**config.mk**
```make
export PLATFORM = sky130hd
export DESIGN_NAME = ssd_scan_ctrl_flat
export DESIGN_NICKNAME = d
export VERILOG_FILES = /design/src/rtl/ssd_pkg.sv /design/src/rtl/ssd_scan_ctrl_if.sv /design/src/rtl/hex_to_ssd.sv /design/src/rtl/ssd_scan_ctrl.sv /design/src/flat_wrapper.sv
export SDC_FILE = /design/constraint.sdc
export NUM_CORES = 1
export LEC_CHECK = 0
export ABC_CLOCK_PERIOD_IN_PS = 2400
export CAP_MARGIN = 20
export CORE_MARGIN = 8
export CORE_UTILIZATION = 45
export CTS_BUF_LIST = sky130_fd_sc_hd__clkbuf_16
export DETAILED_ROUTE_END_ITERATION = 10
export PLACE_DENSITY = 0.7
export SETUP_SLACK_MARGIN = 0.05
export SLEW_MARGIN = 10
export SYNTH_ARGS = -nofsm -noshare
export SYNTH_HDL_FRONTEND = slang
export SYNTH_SLANG_ARGS = --single-unit
```
**constraint.sdc**
```tcl
create_clock -name clk -period 2.4 [get_ports clk]
set_input_delay 0.36 -clock clk [delete_from_list [all_inputs] [get_ports clk]]
set_output_delay 0.36 -clock clk [all_outputs]
set_load 0.1 [all_outputs]
```
**src/rtl/ssd_pkg.sv**
```systemverilog
// Segment patterns and sizing limits shared by the scan controller and decoder.
// Latency: none (constants and a pure function).
// Backpressure: not applicable.
package ssd_pkg;

    localparam int MAX_DIGITS = 8;

    // Active-low abcdefg patterns (bit 6 = a ... bit 0 = g); 0 lights a segment.
    localparam logic [6:0] SEG_0     = 7'b0000001;
    localparam logic [6:0] SEG_1     = 7'b1001111;
    localparam logic [6:0] SEG_2     = 7'b0010010;
    localparam logic [6:0] SEG_3     = 7'b0000110;
    localparam logic [6:0] SEG_4     = 7'b1001100;
    localparam logic [6:0] SEG_5     = 7'b0100100;
    localparam logic [6:0] SEG_6     = 7'b0100000;
    localparam logic [6:0] SEG_7     = 7'b0001111;
    localparam logic [6:0] SEG_8     = 7'b0000000;
    localparam logic [6:0] SEG_9     = 7'b0000100;
    localparam logic [6:0] SEG_A     = 7'b0001000;
    localparam logic [6:0] SEG_B     = 7'b1100000;
    localparam logic [6:0] SEG_C     = 7'b0110001;
    localparam logic [6:0] SEG_D     = 7'b1000010;
    localparam logic [6:0] SEG_E     = 7'b0110000;
    localparam logic [6:0] SEG_F     = 7'b0111000;
    localparam logic [6:0] SEG_BLANK = 7'b1111111;

    function automatic logic [6:0] seg_lookup(input logic [3:0] nibble);
        logic [6:0] pat;
        case (nibble)
            4'h0: pat = SEG_0;
            4'h1: pat = SEG_1;
            4'h2: pat = SEG_2;
            4'h3: pat = SEG_3;
            4'h4: pat = SEG_4;
            4'h5: pat = SEG_5;
            4'h6: pat = SEG_6;
            4'h7: pat = SEG_7;
            4'h8: pat = SEG_8;
            4'h9: pat = SEG_9;
            4'hA: pat = SEG_A;
            4'hB: pat = SEG_B;
            4'hC: pat = SEG_C;
            4'hD: pat = SEG_D;
            4'hE: pat = SEG_E;
            default: pat = SEG_F;
        endcase
        return pat;
    endfunction

endpackage

```
**src/rtl/ssd_scan_ctrl_if.sv**
```systemverilog
// Load-side and display-side signal bundle of the scan controller.
// Latency: none (wires only).
// Backpressure: none; a load is always accepted and pending reports an uncommitted load.
interface ssd_scan_ctrl_if #(
    parameter int NUM_DIGITS = 8
);
    logic                    load;
    logic [4*NUM_DIGITS-1:0] value;
    logic [NUM_DIGITS-1:0]   dp_in;
    logic [NUM_DIGITS-1:0]   digit_en;
    logic                    blank_lz;
    logic [NUM_DIGITS-1:0]   anode;
    logic [7:0]              cathode;
    logic                    pending;
    logic                    frame_tick;

    modport master (
        output load, value, dp_in, digit_en, blank_lz,
        input  anode, cathode, pending, frame_tick
    );

    modport slave (
        input  load, value, dp_in, digit_en, blank_lz,
        output anode, cathode, pending, frame_tick
    );
endinterface

```
**src/rtl/hex_to_ssd.sv**
```systemverilog
// Combinational hex nibble to abcdefg segment decoder with selectable polarity.
// Latency: 0 cycles (pure combinational).
// Backpressure: not applicable.
module hex_to_ssd
    import ssd_pkg::*;
#(
    parameter int ACTIVE_LOW = 1
) (
    input  logic [3:0] nibble,
    output logic [6:0] seg
);
    // Table is stored active-low; flip it for common-cathode style outputs.
    always_comb begin
        seg = (ACTIVE_LOW != 0) ? seg_lookup(nibble) : ~seg_lookup(nibble);
    end
endmodule

```
**src/rtl/ssd_scan_ctrl.sv**
```systemverilog
// Multiplexed 7-segment scan controller with frame-synchronous double-buffered loads.
// Latency: anode/cathode registered, 1 cycle after the index/prescaler state; loads commit at the next frame boundary.
// Backpressure: none; loads always accepted, last load before a boundary wins. Optional SSD_BRIGHTNESS_EN adds a duty-cycle input.
module ssd_scan_ctrl
    import ssd_pkg::*;
#(
    parameter int NUM_DIGITS    = 8,
    parameter int SCAN_DIV_BITS = 18,
    parameter int ACTIVE_LOW    = 1
) (
    input  logic clk,
    input  logic rst,
`ifdef SSD_BRIGHTNESS_EN
    input  logic [3:0] brightness,
`endif
    ssd_scan_ctrl_if.slave bus
);
    localparam logic       AL       = (ACTIVE_LOW != 0);
    localparam logic [2:0] LAST_IDX = 3'(NUM_DIGITS - 1);

    logic [SCAN_DIV_BITS-1:0] presc;
    logic [2:0]               idx;
    logic                     presc_wrap;
    logic                     frame_bnd;

    logic [4*NUM_DIGITS-1:0]  stg_value, disp_value;
    logic [NUM_DIGITS-1:0]    stg_dp, disp_dp;
    logic [NUM_DIGITS-1:0]    stg_en, disp_en;
    logic                     stg_blz, disp_blz;
    logic                     pending_q;
    logic                     frame_tick_q;

    logic [3:0]               nib_arr [MAX_DIGITS];
    logic [MAX_DIGITS-1:0]    dp_pad;
    logic [MAX_DIGITS-1:0]    en_pad;
    logic [MAX_DIGITS-1:0]    blank;

    logic [3:0]               sel_nib;
    logic                     sel_dp, sel_en, sel_blank;
    logic [6:0]               sel_seg;
    logic                     duty_ok;
    logic [NUM_DIGITS-1:0]    on_n;
    logic [7:0]               cath_n;

    logic [NUM_DIGITS-1:0]    anode_q;
    logic [7:0]               cathode_q;

    assign presc_wrap = &presc;
    assign frame_bnd  = presc_wrap && (idx == LAST_IDX);

    // Prescaler and digit index; the index steps once per full prescaler wrap.
    always_ff @(posedge clk) begin
        if (rst) begin
            presc <= '0;
            idx   <= 3'd0;
        end else begin
            presc <= presc + SCAN_DIV_BITS'(1);
            if (presc_wrap) begin
                idx <= frame_bnd ? 3'd0 : idx + 3'd1;
            end
        end
    end

    // Staging and display registers: display only changes on the frame boundary,
    // and a load landing on the boundary bypasses staging straight to display.
    always_ff @(posedge clk) begin
        if (rst) begin
            stg_value    <= '0;
            stg_dp       <= '0;
            stg_en       <= '0;
            stg_blz      <= 1'b0;
            disp_value   <= '0;
            disp_dp      <= '0;
            disp_en      <= '0;
            disp_blz     <= 1'b0;
            pending_q    <= 1'b0;
            frame_tick_q <= 1'b0;
        end else begin
            frame_tick_q <= frame_bnd;
            if (frame_bnd) begin
                if (bus.load) begin
                    disp_value <= bus.value;
                    disp_dp    <= bus.dp_in;
                    disp_en    <= bus.digit_en;
                    disp_blz   <= bus.blank_lz;
                end else if (pending_q) begin
                    disp_value <= stg_value;
                    disp_dp    <= stg_dp;
                    disp_en    <= stg_en;
                    disp_blz   <= stg_blz;
                end
                pending_q <= 1'b0;
            end else if (bus.load) begin
                stg_value <= bus.value;
                stg_dp    <= bus.dp_in;
                stg_en    <= bus.digit_en;
                stg_blz   <= bus.blank_lz;
                pending_q <= 1'b1;
            end
        end
    end

    // Pad per-digit display fields to the maximum digit count so the 3-bit
    // index always selects inside the arrays.
    for (genvar g = 0; g < MAX_DIGITS; g++) begin : g_pad
        if (g < NUM_DIGITS) begin : g_real
            assign nib_arr[g] = disp_value[4*g +: 4];
            assign dp_pad[g]  = disp_dp[g];
            assign en_pad[g]  = disp_en[g];
        end else begin : g_fill
            assign nib_arr[g] = 4'h0;
            assign dp_pad[g]  = 1'b0;
            assign en_pad[g]  = 1'b0;
        end
    end

    // Leading-zero mask: walk down from the top digit while digits are zero with
    // no decimal point; the first visible digit ends the run. Digit 0 always shows.
    always_comb begin : blank_mask
        logic lead;
        blank = '0;
        lead  = disp_blz;
        for (int i = MAX_DIGITS - 1; i >= 1; i--) begin
            if (i < NUM_DIGITS) begin
                if (lead && (nib_arr[i] == 4'h0) && !dp_pad[i]) begin
                    blank[i] = 1'b1;
                end else begin
                    lead = 1'b0;
                end
            end
        end
    end

    assign sel_nib   = nib_arr[idx];
    assign sel_dp    = dp_pad[idx];
    assign sel_en    = en_pad[idx];
    assign sel_blank = blank[idx];

    hex_to_ssd #(
        .ACTIVE_LOW (ACTIVE_LOW)
    ) u_dec (
        .nibble (sel_nib),
        .seg    (sel_seg)
    );

`ifdef SSD_BRIGHTNESS_EN
    assign duty_ok = (presc[SCAN_DIV_BITS-1 -: 4] <= brightness);
`else
    assign duty_ok = 1'b1;
`endif

    for (genvar g = 0; g < NUM_DIGITS; g++) begin : g_onehot
        assign on_n[g] = sel_en && duty_ok && (idx == 3'(g));
    end

    // Segment pattern for the current slot; disabled or blanked digits go dark.
    always_comb begin
        cath_n = {8{AL}};
        if (sel_en && !sel_blank) begin
            cath_n = {sel_seg, sel_dp ^ AL};
        end
    end

    // Registered pin drivers, forced inactive in reset.
    always_ff @(posedge clk) begin
        if (rst) begin
            anode_q   <= {NUM_DIGITS{AL}};
            cathode_q <= {8{AL}};
        end else begin
            anode_q   <= on_n ^ {NUM_DIGITS{AL}};
            cathode_q <= cath_n;
        end
    end

    assign bus.anode      = anode_q;
    assign bus.cathode    = cathode_q;
    assign bus.pending    = pending_q;
    assign bus.frame_tick = frame_tick_q;
endmodule
```
**src/flat_wrapper.sv**
```systemverilog
// flat-port wrapper written by rule: the top's interface ports become plain ports
module ssd_scan_ctrl_flat import ssd_pkg::*;
#(
    parameter int NUM_DIGITS    = 8,
    parameter int SCAN_DIV_BITS = 18,
    parameter int ACTIVE_LOW    = 1
)
  (clk, rst, bus_load, bus_value, bus_dp_in, bus_digit_en, bus_blank_lz, bus_anode, bus_cathode, bus_pending, bus_frame_tick);
  ssd_scan_ctrl_if #(.NUM_DIGITS(NUM_DIGITS)) bus_i ();
  input  logic clk;
  input  logic rst;
  input wire logic [$bits(bus_i.load)-1:0] bus_load;
  input wire logic [$bits(bus_i.value)-1:0] bus_value;
  input wire logic [$bits(bus_i.dp_in)-1:0] bus_dp_in;
  input wire logic [$bits(bus_i.digit_en)-1:0] bus_digit_en;
  input wire logic [$bits(bus_i.blank_lz)-1:0] bus_blank_lz;
  output wire logic [$bits(bus_i.anode)-1:0] bus_anode;
  output wire logic [$bits(bus_i.cathode)-1:0] bus_cathode;
  output wire logic [$bits(bus_i.pending)-1:0] bus_pending;
  output wire logic [$bits(bus_i.frame_tick)-1:0] bus_frame_tick;
  assign bus_i.load = bus_load;
  assign bus_i.value = bus_value;
  assign bus_i.dp_in = bus_dp_in;
  assign bus_i.digit_en = bus_digit_en;
  assign bus_i.blank_lz = bus_blank_lz;
  assign bus_anode = bus_i.anode;
  assign bus_cathode = bus_i.cathode;
  assign bus_pending = bus_i.pending;
  assign bus_frame_tick = bus_i.frame_tick;
  ssd_scan_ctrl #(.NUM_DIGITS(NUM_DIGITS), .SCAN_DIV_BITS(SCAN_DIV_BITS), .ACTIVE_LOW(ACTIVE_LOW)) u_core (.clk(clk), .rst(rst), .bus(bus_i));
endmodule
```
==> run_results.csv, run 1 <==
group,metric,value,unit
outcome,status,"finished, final reports clean",
timing,worst_pin_slew,0.543,ns
logic_synthesis,syn_avg_cell_area,9.11,um2
cts,clk_pin_slew_worst_paths,0.05,ns
die,dieArea,17300,um2
layout,num_antenna_cells,0,
layout,drive_above_1_share,10.5,%
pwr,seqPwrFrac,47.3,%
placement,gp_congestion,0.860,
logic_synthesis,yosys_warnings,0,
logic_synthesis,synth.distinct_cells,46,
routing,totalWireLength,13.8,mm
logic_synthesis,synthMuxAreaShare,14.3,%
logic_synthesis,synth-seq-area-share,45.6,%
die,fp.dieW,132,um
global_route,grt_usage,16.2,%
cts,cts_root_buf,"clkbuf_16",
routing,antenna_left,0,
die,die_y,132,um
worst_setup_path,worstPathMaxFanout,6,
routing,drt_first_iter_violations,327,
global_route,grt_pass1_wl,23.2,mm
worst_setup_path,crit_top_cell,"mux2_2",
cts,cts_tree,"done",
cts,postCtsSetupRepairBufs,0,
pwr,ir_drop,0.000473,V
timing,min_period,2.26,ns
timing,maxSlewViolCount,0,
logic_synthesis,synthFlopType,"dfxtp_1",
pwr,pwr-share-clk,46.1,%
cts,cts_sinks,137,
logic_synthesis,synth_edf_count,0,
worst_setup_path,max_stage_delay,0.55,ns
timing,setup_viol,0,
timing,hold_viol_final,0,
layout,layout_common_cells,"dfxtp_1, nand2_1, nor2_1",
die,row_count,42,
cts,clk_latency,0.41,ns
routing,drcViolationCount,0,
layout,syn_to_final_growth,22.7,%
logic_synthesis,syn_inst,660,
logic_synthesis,synth_top_area_share,45.6,%
logic_synthesis,synth_compound_area_share,14.3,%
global_route,grt_max_degree,125,
pwr,comb_power_share,6.6,%
placement,dpl.hpwl,9.77,mm
timing,holdWs,0.361,ns
routing,wl_per_cell,15.2,um
cts,cts_made_buffers,17,
logic_synthesis,ys_ff_latch,137,
worst_setup_path,r2r_end,"u_core.bus.cathode[4]",
timing,slew_headroom,63.8,%
global_route,grt_pass1_vias,4756,
logic_synthesis,syn-num-nets,725,
pwr,p_leak,2.82,nW
global_route,gr-total-overflow,0,
worst_setup_path,worst_ep_required_time,2.69,ns
hold_path,min_path_type,"in -> reg",
die,core,13100,um2
timing,fin_crit_sh,94.3,%
pwr,netSwitchingPower,0.00111,W
logic_synthesis,ys_async_sr_fraction,0,%
logic_synthesis,yosysTopAreaCell,"dfxtp_1",
run,cap_violations,0,
timing,fmax,0.442,GHz
worst_setup_path,start_kind,"flip-flop",
worst_setup_path,cp-end-kind,"flip-flop",
pwr,powerDensity,674,nW/um2
logic_synthesis,synth_top_family_by_area,"simple AND/OR/NAND/NOR gates",
global_route,antenna_found_initial,0,
timing,rsz0062_at_grt,"true",
timing,finClkSkew,0.00645,ns
routing,viasPerCell,5.37,
worst_setup_path,crit_cells,7,
layout,fillers,1175,
logic_synthesis,synthXorXnorAreaFrac,1.89,%
layout,mostFrequentLayoutCell,"dfxtp_1",
worst_setup_path,r2r_cells,7,
worst_setup_path,crit_chain,"mux4_1 -> mux2_2 -> ha_1 -> inv_1 -> mux2_2 -> mux2i_1 -> or2_2",
routing,drt-pass1-iter-count,4,
cts,cts_max_level,4,
pwr,intPower,0.00387,W
logic_synthesis,synth_fa_ha_area_share,2.71,%
worst_setup_path,r2r-start,"u_core.idx[1]",
placement,dp_cells,874,
routing,vias,4864,
timing,tns,0,ns
hold_path,min_path_cells,3,
hold_path,worstHoldStart,"rst",
die,start_util,45.8,%
placement,portBuffers,69,
logic_synthesis,synth_area_leaders,"dfxtp_1, mux2i_1, nand2_1, a211oi_1, a21oi_1",
die,ios,70,
cts,hold_buffers,0,
worst_setup_path,r2r_slack,0.14,ns
layout,fin_nets,782,
logic_synthesis,syn_area,6010,um2
layout,final_cells,906,
hold_path,min_to,"u_core.bus.anode[7]",
pwr,p_sw_share,22.3,%
worst_setup_path,cp_slowest_cell,"mux4_1",
worst_setup_path,path_delay_family,"multiplexers",
cts,clk_path_buf_depth,2,
worst_setup_path,crit_buf_inv,1,
logic_synthesis,yosys.area_share.simple,17.0,%
worst_setup_path,worstSetupPathType,"reg -> reg",
worst_setup_path,crit_arrival,2.56,ns
tightest hold or removal path, stage by stage:
cell and delay [ns]:
buf_4 0.10, o21ba_2 0.20, nand2_1 0.08
registers in the layout, summed over array words and instances, names as in the netlist:
| signal | count |
|---|---|
| u_core.stg_blz | 1 |
| u_core.stg_value | 32 |
| u_core.disp_dp | 8 |
| u_core.stg_dp | 8 |
| u_core.bus.anode | 8 |
| u_core.disp_en | 8 |
| u_core.stg_en | 8 |
| u_core.bus.pending | 1 |
| u_core.disp_value | 32 |
| u_core.idx | 3 |
| u_core.presc | 18 |
| u_core.bus.frame_tick | 1 |
| u_core.bus.cathode | 8 |
| u_core.disp_blz | 1 |
area by class of cell:
cell class	count	area (um2)	area share, %
timing repair buffer	85	800	10.8
inverter	12	45.0	0.611
clock buffer	17	425	5.77
tap	176	220	2.99
clock inverter	15	96.3	1.31
multi-input combinational	464	3050	41.3
sequential	137	2750	37.2
how the worst max path moves through the flow:
| stage | startpoint | endpoint | slack [ns] |
|---|---|---|---|
| global route | u_core.idx[1] | u_core.bus.cathode[4] | 0.03 |
| CTS | u_core.idx[1] | u_core.bus.cathode[4] | 0.13 |
| floorplan | u_core.idx[0] | u_core.bus.cathode[1] | 0.08 |
| finish | u_core.idx[1] | u_core.bus.cathode[4] | 0.14 |
| global placement | u_core.idx[1] | u_core.bus.cathode[4] | 0.15 |
| detailed placement | u_core.idx[0] | u_core.bus.cathode[1] | 0.06 |
power by group through the flow:
stage | Clock (W) | Sequential, W | Combinational, W
after CTS | 0.00234 | 0.00235 | 0.000333
final | 0.00230 | 0.00235 | 0.000329
after floorplan | 0 | 0.00240 | 0.000175
after global placement | 0 | 0.00240 | 0.000324
after global routing | 0.00245 | 0.00236 | 0.000361
after detailed placement | 0 | 0.00240 | 0.000331
kinds of logic after synthesis:
group,Yosys count
AO/OA/AOI/OAI,132
XOR/XNOR,13
adder cells (fa/ha/maj),13
buffers and inverters,59
flip-flops,137
multiplexers,70
AND/OR/NAND/NOR,236
cell usage after synthesis (2+ instances only):
| cell | instances |
|---|---|
| nor2_1 | 69 |
| nand4_1 | 7 |
| and4_1 | 4 |
| ha_1 | 13 |
| a21oi_1 | 59 |
| xnor2_1 | 4 |
| nor2b_1 | 5 |
| xor2_1 | 9 |
| mux4_1 | 6 |
| a221o_1 | 4 |
| nor3_1 | 6 |
| inv_1 | 12 |
| and2_1 | 3 |
| o41ai_1 | 2 |
| or4_1 | 6 |
| buf_2 | 13 |
| mux4_2 | 4 |
| buf_6 | 2 |
| mux2_4 | 2 |
| dfxtp_1 | 137 |
| nand3_1 | 7 |
| mux2i_1 | 56 |
| mux2_2 | 2 |
| nand2_1 | 117 |
| clkbuf_1 | 32 |
| a211oi_1 | 50 |
| and3_1 | 4 |
| o21ai_0 | 5 |
| or3_1 | 3 |
metal layers:
| layer | vias up | wire length (um) | GRT usage, % |
|---|---|---|---|
| li1 | 2439 | - | - |
| met1 | 2285 | 6250 | 19.7 |
| met2 | 116 | 6630 | 26.1 |
| met3 | 24 | 630 | 5.07 |
| met4 | 0 | 265 | 6.45 |
| met5 | - | 0 | 0 |
metrics by stage:
step	worst slack [ns]	power, W	area (um2)	utilization, %
floorplan	0.0770	0.00258	6030	-
global placement	0.154	0.00272	6850	52.1
detailed placement	0.0576	0.00273	6850	52.1
CTS	0.126	0.00502	7370	56.1
global route	0.0252	0.00517	7380	56.2
finish	0.136	0.00498	7380	56.2
timing repair:
action,4_1_cts,5_1_grt
resized for setup,2,2
endpoints found under the hold margin,0,0
endpoints found under the setup margin,2,2
Note: power is estimated with default switching activity, not from simulation.
==> run 2, diff against run 1 <==
--- a/config.mk
+++ b/config.mk
@@ -11,9 +11,11 @@
 export CORE_UTILIZATION = 45
 export CTS_BUF_LIST = sky130_fd_sc_hd__clkbuf_16
 export DETAILED_ROUTE_END_ITERATION = 10
-export PLACE_DENSITY = 0.7
+export GPL_TIMING_DRIVEN = 0
+export PLACE_DENSITY = 0.69
 export SETUP_SLACK_MARGIN = 0.05
 export SLEW_MARGIN = 10
 export SYNTH_ARGS = -nofsm -noshare
 export SYNTH_HDL_FRONTEND = slang
 export SYNTH_SLANG_ARGS = --single-unit
+export TNS_END_PERCENT = 10
==> run 2 against run 1 <==
Net effect: sequential power is essentially flat; clock skew up 0.00095 ns; via count increased by 3.7%; core utilization is 0.92 points higher; worst hold slack better by 0.076 ns; largest power group unchanged; final cell count is 3.5% higher; register-to-register slack worse by 0.06 ns; largest cell class unchanged; worst setup slack got worse by 0.062 ns; clock-buffer cell count is the same; critical path type unchanged.
==> run_results.csv, run 2 (same netlist as run 1, synthesis figures left out) <==
group,metric,value,unit
outcome,status,"finished, final reports clean",
layout,fillers,1183,
cts,hold_buffers,0,
worst_setup_path,r2r_cells,8,
placement,portBuffers,67,
die,ios,70,
timing,hold_viol_final,0,
timing,finClkSkew,0.00740,ns
global_route,grt_pass1_vias,5067,
global_route,grt_max_degree,20,
timing,worst_pin_slew,0.984,ns
pwr,total_power,0.00483,W
worst_setup_path,worstPathMaxFanout,10,
timing,rsz0062_at_grt,"true",
cts,cts_max_level,4,
cts,clk_path_buf_depth,2,
die,row_count,42,
worst_setup_path,crit_arrival,2.68,ns
layout,layout_common_cells,"dfxtp_1, nand2_1, nor2_1",
routing,drcViolationCount,0,
hold_path,min_path_type,"in -> reg",
timing,fmax,0.430,GHz
pwr,p_leak,2.87,nW
global_route,grt_usage,17.6,%
cts,clk_latency,0.41,ns
pwr,ir_drop,0.000380,V
pwr,intPower,0.00374,W
worst_setup_path,r2r-start,"u_core.idx[1]",
worst_setup_path,worstSetupPathType,"reg -> reg",
routing,totalWireLength,14.9,mm
die,dieArea,17300,um2
pwr,pwr-share-clk,44.3,%
routing,drt_first_iter_violations,274,
layout,mostFrequentLayoutCell,"dfxtp_1",
layout,drive_above_1_share,9.06,%
cts,cts_tree,"done",
cts,clk_pin_slew_worst_paths,0.05,ns
cts,cts_root_buf,"clkbuf_16",
layout,num_antenna_cells,0,
die,start_util,45.8,%
global_route,gr-total-overflow,0,
timing,maxSlewViolCount,0,
die,die_y,132,um
routing,antenna_left,0,
timing,tns,0,ns
worst_setup_path,worst_ep_required_time,2.75,ns
cts,cts_sinks,137,
pwr,p_sw_share,22.6,%
pwr,seqPwrFrac,48.7,%
routing,viasPerCell,5.38,
worst_setup_path,cp_slowest_cell,"mux4_1",
layout,largestRegisters,"u_core.disp_value (32), u_core.stg_value (32), u_core.presc (18)",
placement,gp_congestion,0.872,
timing,slew_headroom,34.2,%
run,cap_violations,0,
routing,vias,5042,
worst_setup_path,max_stage_delay,0.56,ns
routing,drt-pass1-iter-count,6,
layout,fin_nets,817,
routing,wl_per_cell,15.9,um
worst_setup_path,crit_chain,"buf_8 -> mux4_1 -> mux2_4 -> inv_2 -> ha_1 -> mux2_2 -> mux2i_1 -> or2_2",
worst_setup_path,r2r_end,"u_core.bus.cathode[4]",
layout,post-route-util,57.1,%
layout,syn_to_final_growth,24.7,%
worst_setup_path,cp-end-kind,"flip-flop",
pwr,powerDensity,644,nW/um2
worst_setup_path,r2r_slack,0.07,ns
timing,min_period,2.33,ns
global_route,antenna_found_initial,0,
worst_setup_path,crit_start,"u_core.idx[1]",
die,fp.dieW,132,um
timing,setup_viol,0,
die,core,13100,um2
placement,dpl.hpwl,11.2,mm
worst_setup_path,crit_end,"u_core.bus.cathode[4]",
pwr,netSwitchingPower,0.00109,W
cts,cts_made_buffers,17,
timing,fin_crit_sh,96.9,%
pwr,comb_power_share,7.0,%
worst_setup_path,start_kind,"flip-flop",
global_route,grt_pass1_wl,24.6,mm
run 2: worst max-delay path, delay by kind of cell, from the launching register on:
| family | cells | cell delay, ns |
|---|---|---|
| flip-flops | 1 | 0.40 |
| buffers and inverters | 2 | 0.25 |
| adder cells (fa/ha/maj) | 1 | 0.25 |
| AND/OR/NAND/NOR | 1 | 0.11 |
| multiplexers | 4 | 1.25 |
run 2: what timing repair did:
| item | CTS | global route |
|---|---|---|
| buffers inserted | 4 | 4 |
| gates resized for setup | 7 | 17 |
| pin swaps | 3 | 3 |
| setup endpoints to repair | 94 | 101 |
run 2: worst min path at each step:
stage                        start             endpoint  slack [ns]  cells after the start
6_report                       rst  u_core.bus.anode[2]        0.44                      3
5_1_grt                        rst  u_core.bus.anode[4]        0.46                      3
4_1_cts                        rst  u_core.bus.anode[1]        0.42                      3
3_5_place_dp      u_core.stg_en[0]     u_core.stg_en[0]        0.45                      2
3_3_place_gp   u_core.stg_value[0]  u_core.stg_value[0]        0.44                      2
2_1_floorplan      u_core.presc[0]      u_core.presc[0]        0.43                      1
run 2: area by class of cell:
cell class / count / area (um2) / share of cell area [%]
Clock buffer: 17 / 425 / 5.67
Clock inverter: 12 / 50.0 / 0.667
Timing Repair Buffer: 75 / 731 / 9.74
Buffer: 45 / 228 / 3.04
Inverter: 12 / 45.0 / 0.601
Multi-Input combinational cell: 464 / 3050 / 40.7
Tap cell: 176 / 220 / 2.94
Sequential cell: 137 / 2750 / 36.6
run 2: power by group through the flow:
stage | logic [W] | registers [W] | clock network (W)
after CTS | 0.000340 | 0.00235 | 0.00217
after global routing | 0.000368 | 0.00236 | 0.00227
after detailed placement | 0.000337 | 0.00240 | 0
after floorplan | 0.000175 | 0.00240 | 0
after global placement | 0.000328 | 0.00240 | 0
final | 0.000338 | 0.00235 | 0.00214
run 2: per-stage QoR:
stage / setup slack (ns) / instance area [um2] / hold WS (ns) / cells
after floorplan: 0.0770 / 6030 / 0.426 / 660
after global placement: -0.141 / 6920 / 0.441 / 903
after detailed placement: -0.230 / 6920 / 0.446 / 903
after CTS: 0.0148 / 7450 / 0.424 / 935
after global routing: -0.00574 / 7500 / 0.462 / 938
final: 0.0741 / 7500 / 0.437 / 938
run 2: layer usage:
layer	track usage [%]	vias to the layer above	part of all wire, %
met4	6.25	0	1.4
met1	19.9	2393	43
met2	30.6	128	50
li1	-	2500	-
met5	0	-	0
met3	5.18	21	5.8
==> run 3, diff against run 2 <==
--- a/config.mk
+++ b/config.mk
@@ -5,14 +5,15 @@
 export SDC_FILE = /design/constraint.sdc
 export NUM_CORES = 1
 export LEC_CHECK = 0
-export ABC_CLOCK_PERIOD_IN_PS = 2400
+export ABC_CLOCK_PERIOD_IN_PS = 2600
 export CAP_MARGIN = 20
+export CORE_ASPECT_RATIO = 2
 export CORE_MARGIN = 8
-export CORE_UTILIZATION = 45
+export CORE_UTILIZATION = 50
 export CTS_BUF_LIST = sky130_fd_sc_hd__clkbuf_16
 export DETAILED_ROUTE_END_ITERATION = 10
 export GPL_TIMING_DRIVEN = 0
-export PLACE_DENSITY = 0.69
+export PLACE_DENSITY = 0.72
 export SETUP_SLACK_MARGIN = 0.05
 export SLEW_MARGIN = 10
 export SYNTH_ARGS = -nofsm -noshare
==> constraint.sdc (replaced) <==
create_clock -name clk -period 2.6 [get_ports clk]
set_input_delay 0.39 -clock clk [delete_from_list [all_inputs] [get_ports clk]]
set_output_delay 0.39 -clock clk [all_outputs]
set_load 0.1 [all_outputs]
==> run 3 against run 2 <==
Net effect: routed wire length grew 7.8%; critical endpoint is now u_core.bus.cathode[1]; clock skew fell by 0.0011 ns; clock power rose by 21%; critical path type unchanged; sequential power is 8% lower; core utilization is 7.6 points higher.
==> run_results.csv, run 3 (same netlist as run 1, synthesis figures left out) <==
group,metric,value,unit
timing,slew_headroom,34.9,%
pwr,seqPwrFrac,42.9,%
layout,syn_to_final_growth,25.9,%
global_route,grt_pass1_wl,25.7,mm
layout,finish.instance_area,7570,um2
worst_setup_path,crit_chain,"buf_6 -> buf_6 -> mux4_2 -> a21oi_4 -> inv_1 -> ha_1 -> mux2_4 -> a221o_1",
cts,cts_tree,"done",
placement,placed_area,6870,um2
worst_setup_path,crit_arrival,2.76,ns
worst_setup_path,r2r-start,"u_core.idx[0]",
timing,fin_crit_sh,94.5,%
routing,totalWireLength,16.1,mm
die,dieArea,16000,um2
hold_path,min_path_cells,3,
layout,mostFrequentLayoutCell,"dfxtp_1",
hold_path,min_path_type,"in -> reg",
placement,gp_congestion,0.882,
die,core,11700,um2
die,die_y,171,um
placement,dpl.hpwl,12.0,mm
layout,fin_nets,814,
cts,cts_max_level,4,
layout,drive_above_1_share,8.80,%
worst_setup_path,r2r_end,"u_core.bus.cathode[1]",
die,row_count,56,
routing,drt_first_iter_violations,354,
worst_setup_path,max_stage_delay,0.54,ns
routing,viasPerCell,5.64,
layout,multi_input_area,3050,um2
timing,setup_viol,0,
layout,post-route-util,64.7,%
worst_setup_path,cp_slowest_cell,"mux4_2",
global_route,grt_usage,20.6,%
worst_setup_path,r2r_cells,8,
pwr,comb_power_share,6.2,%
pwr,pwr-share-clk,50.9,%
run,cap_violations,0,
timing,fmax,0.407,GHz
die,fp.dieW,93.5,um
routing,drcViolationCount,0,
hold_path,min_to,"u_core.bus.anode[1]",
die,ios,70,
timing,maxSlewViolCount,0,
placement,place_ws,-0.195,ns
pwr,p_sw_share,21.5,%
pwr,total_power,0.00506,W
worst_setup_path,start_kind,"flip-flop",
cts,cts_root_buf,"clkbuf_16",
timing,min_period,2.46,ns
routing,vias,5107,
pwr,netSwitchingPower,0.00109,W
outcome,status,"finished, final reports clean",
layout,regArea,2750,um2
placement,portBuffers,67,
timing,rsz0062_at_grt,"true",
worst_setup_path,crit_top_cell,"buf_6",
worst_setup_path,worst_ep_required_time,2.91,ns
global_route,antenna_found_initial,0,
routing,wl_met2,8.92,mm
routing,routed.top_layer,"met4",
die,start_util,51.4,%
cts,cts_sinks,137,
cts,clk_pin_slew_worst_paths,0.06,ns
routing,wl_per_cell,17.8,um
routing,antenna_left,0,
worst_setup_path,r2r_slack,0.14,ns
cts,clk_path_buf_depth,2,
timing,finClkSkew,0.00630,ns
layout,num_antenna_cells,0,
worst_setup_path,worstPathMaxFanout,10,
cts,hold_buffers,0,
cts,cts_made_buffers,17,
timing,hold_viol_final,0,
global_route,gr-total-overflow,0,
global_route,grt_max_degree,17,
pwr,p_leak,2.90,nW
layout,largestRegisters,"u_core.disp_value (32), u_core.stg_value (32), u_core.presc (18)",
layout,fillers,928,
worst_setup_path,worstSetupPathType,"reg -> reg",
routing,drt-met1-wl,5.65,mm
pwr,intPower,0.00397,W
hold_path,worstHoldStart,"rst",
cts,clk_latency,0.42,ns
routing,drt-pass1-iter-count,5,
global_route,grt_pass1_vias,5373,
worst_setup_path,cp-end-kind,"flip-flop",
timing,setup_slack,0.142,ns
pwr,ir_drop,0.000516,V
layout,layout_common_cells,"dfxtp_1, nand2_1, nor2_1",
timing,worst_pin_slew,0.973,ns
pwr,powerDensity,669,nW/um2
routing,wl_met3,743,um
run 3: cell count changes in the layout (fill, tap and decap cells not counted), moves of 2 or more:
cell | previous run | this run
buf_2 | 9 | 11
buf_4 | 9 | 3
bufinv_16 | 0 | 5
clkbuf_1 | 25 | 29
clkbuf_2 | 5 | 3
clkinv_1 | 5 | 1
clkinvlp_4 | 1 | 4
ha_1 | 11 | 13
ha_2 | 2 | 0
inv_1 | 16 | 13
run 3: critical path, delay by kind of cell (launching register included):
kind	cells	cell delay (ns)
buffers and inverters	3	0.43
multiplexers	2	0.81
adder cells (fa/ha/maj)	1	0.24
flip-flops	1	0.35
AO/OA/AOI/OAI	2	0.50
run 3: worst max-delay path by stage:
stage	slack, ns	end	cells after the start	start
after floorplan	0.12	u_core.bus.cathode[1]	8	u_core.idx[0]
after global placement	-0.16	u_core.bus.cathode[1]	8	u_core.idx[0]
after detailed placement	-0.19	u_core.bus.cathode[1]	8	u_core.idx[0]
after CTS	0.01	u_core.bus.cathode[1]	8	u_core.idx[0]
after global routing	0.03	u_core.stg_dp[4]	10	u_core.presc[0]
final	0.14	u_core.bus.cathode[1]	8	u_core.idx[0]
run 3: metal layers:
layer	vias to the layer above	global-route usage [%]
met1	2417	19.2
met2	149	38.7
met5	-	0
li1	2488	-
met4	0	12.0
met3	53	5.27
run 3: cell type report:
| type | count | area share (%) |
|---|---|---|
| multi-input cells | 464 | 40.2 |
| clock buffers | 17 | 5.62 |
| flip-flops and latches | 137 | 36.3 |
| well taps | 145 | 2.40 |
| repair buffers | 70 | 9.16 |
| plain buffers | 47 | 2.96 |
| clock inverters | 14 | 2.73 |
| inverters | 12 | 0.595 |
run 3: per-stage QoR:
step	TNS [ns]	hold slack, ns	std cells
6_report	0	0.415	906
5_1_grt	0	0.467	906
4_1_cts	0	0.406	903
3_5_place_dp	-0.497	0.446	872
3_3_place_gp	-0.292	0.441	872
2_1_floorplan	0	0.426	660
run 3: power groups by stage:
stage	Sequential, W	Combinational (W)	Clock (W)
finish	0.00217	0.000313	0.00258
global route	0.00218	0.000341	0.00268
global placement	0.00221	0.000305	0
CTS	0.00217	0.000314	0.00260
detailed placement	0.00222	0.000312	0
floorplan	0.00222	0.000161	0
run 3: repair_timing:
action,in CTS,in global routing
buffers inserted,0,3
endpoints found under the setup margin,50,89
pin swaps,1,4
resized for setup,8,7
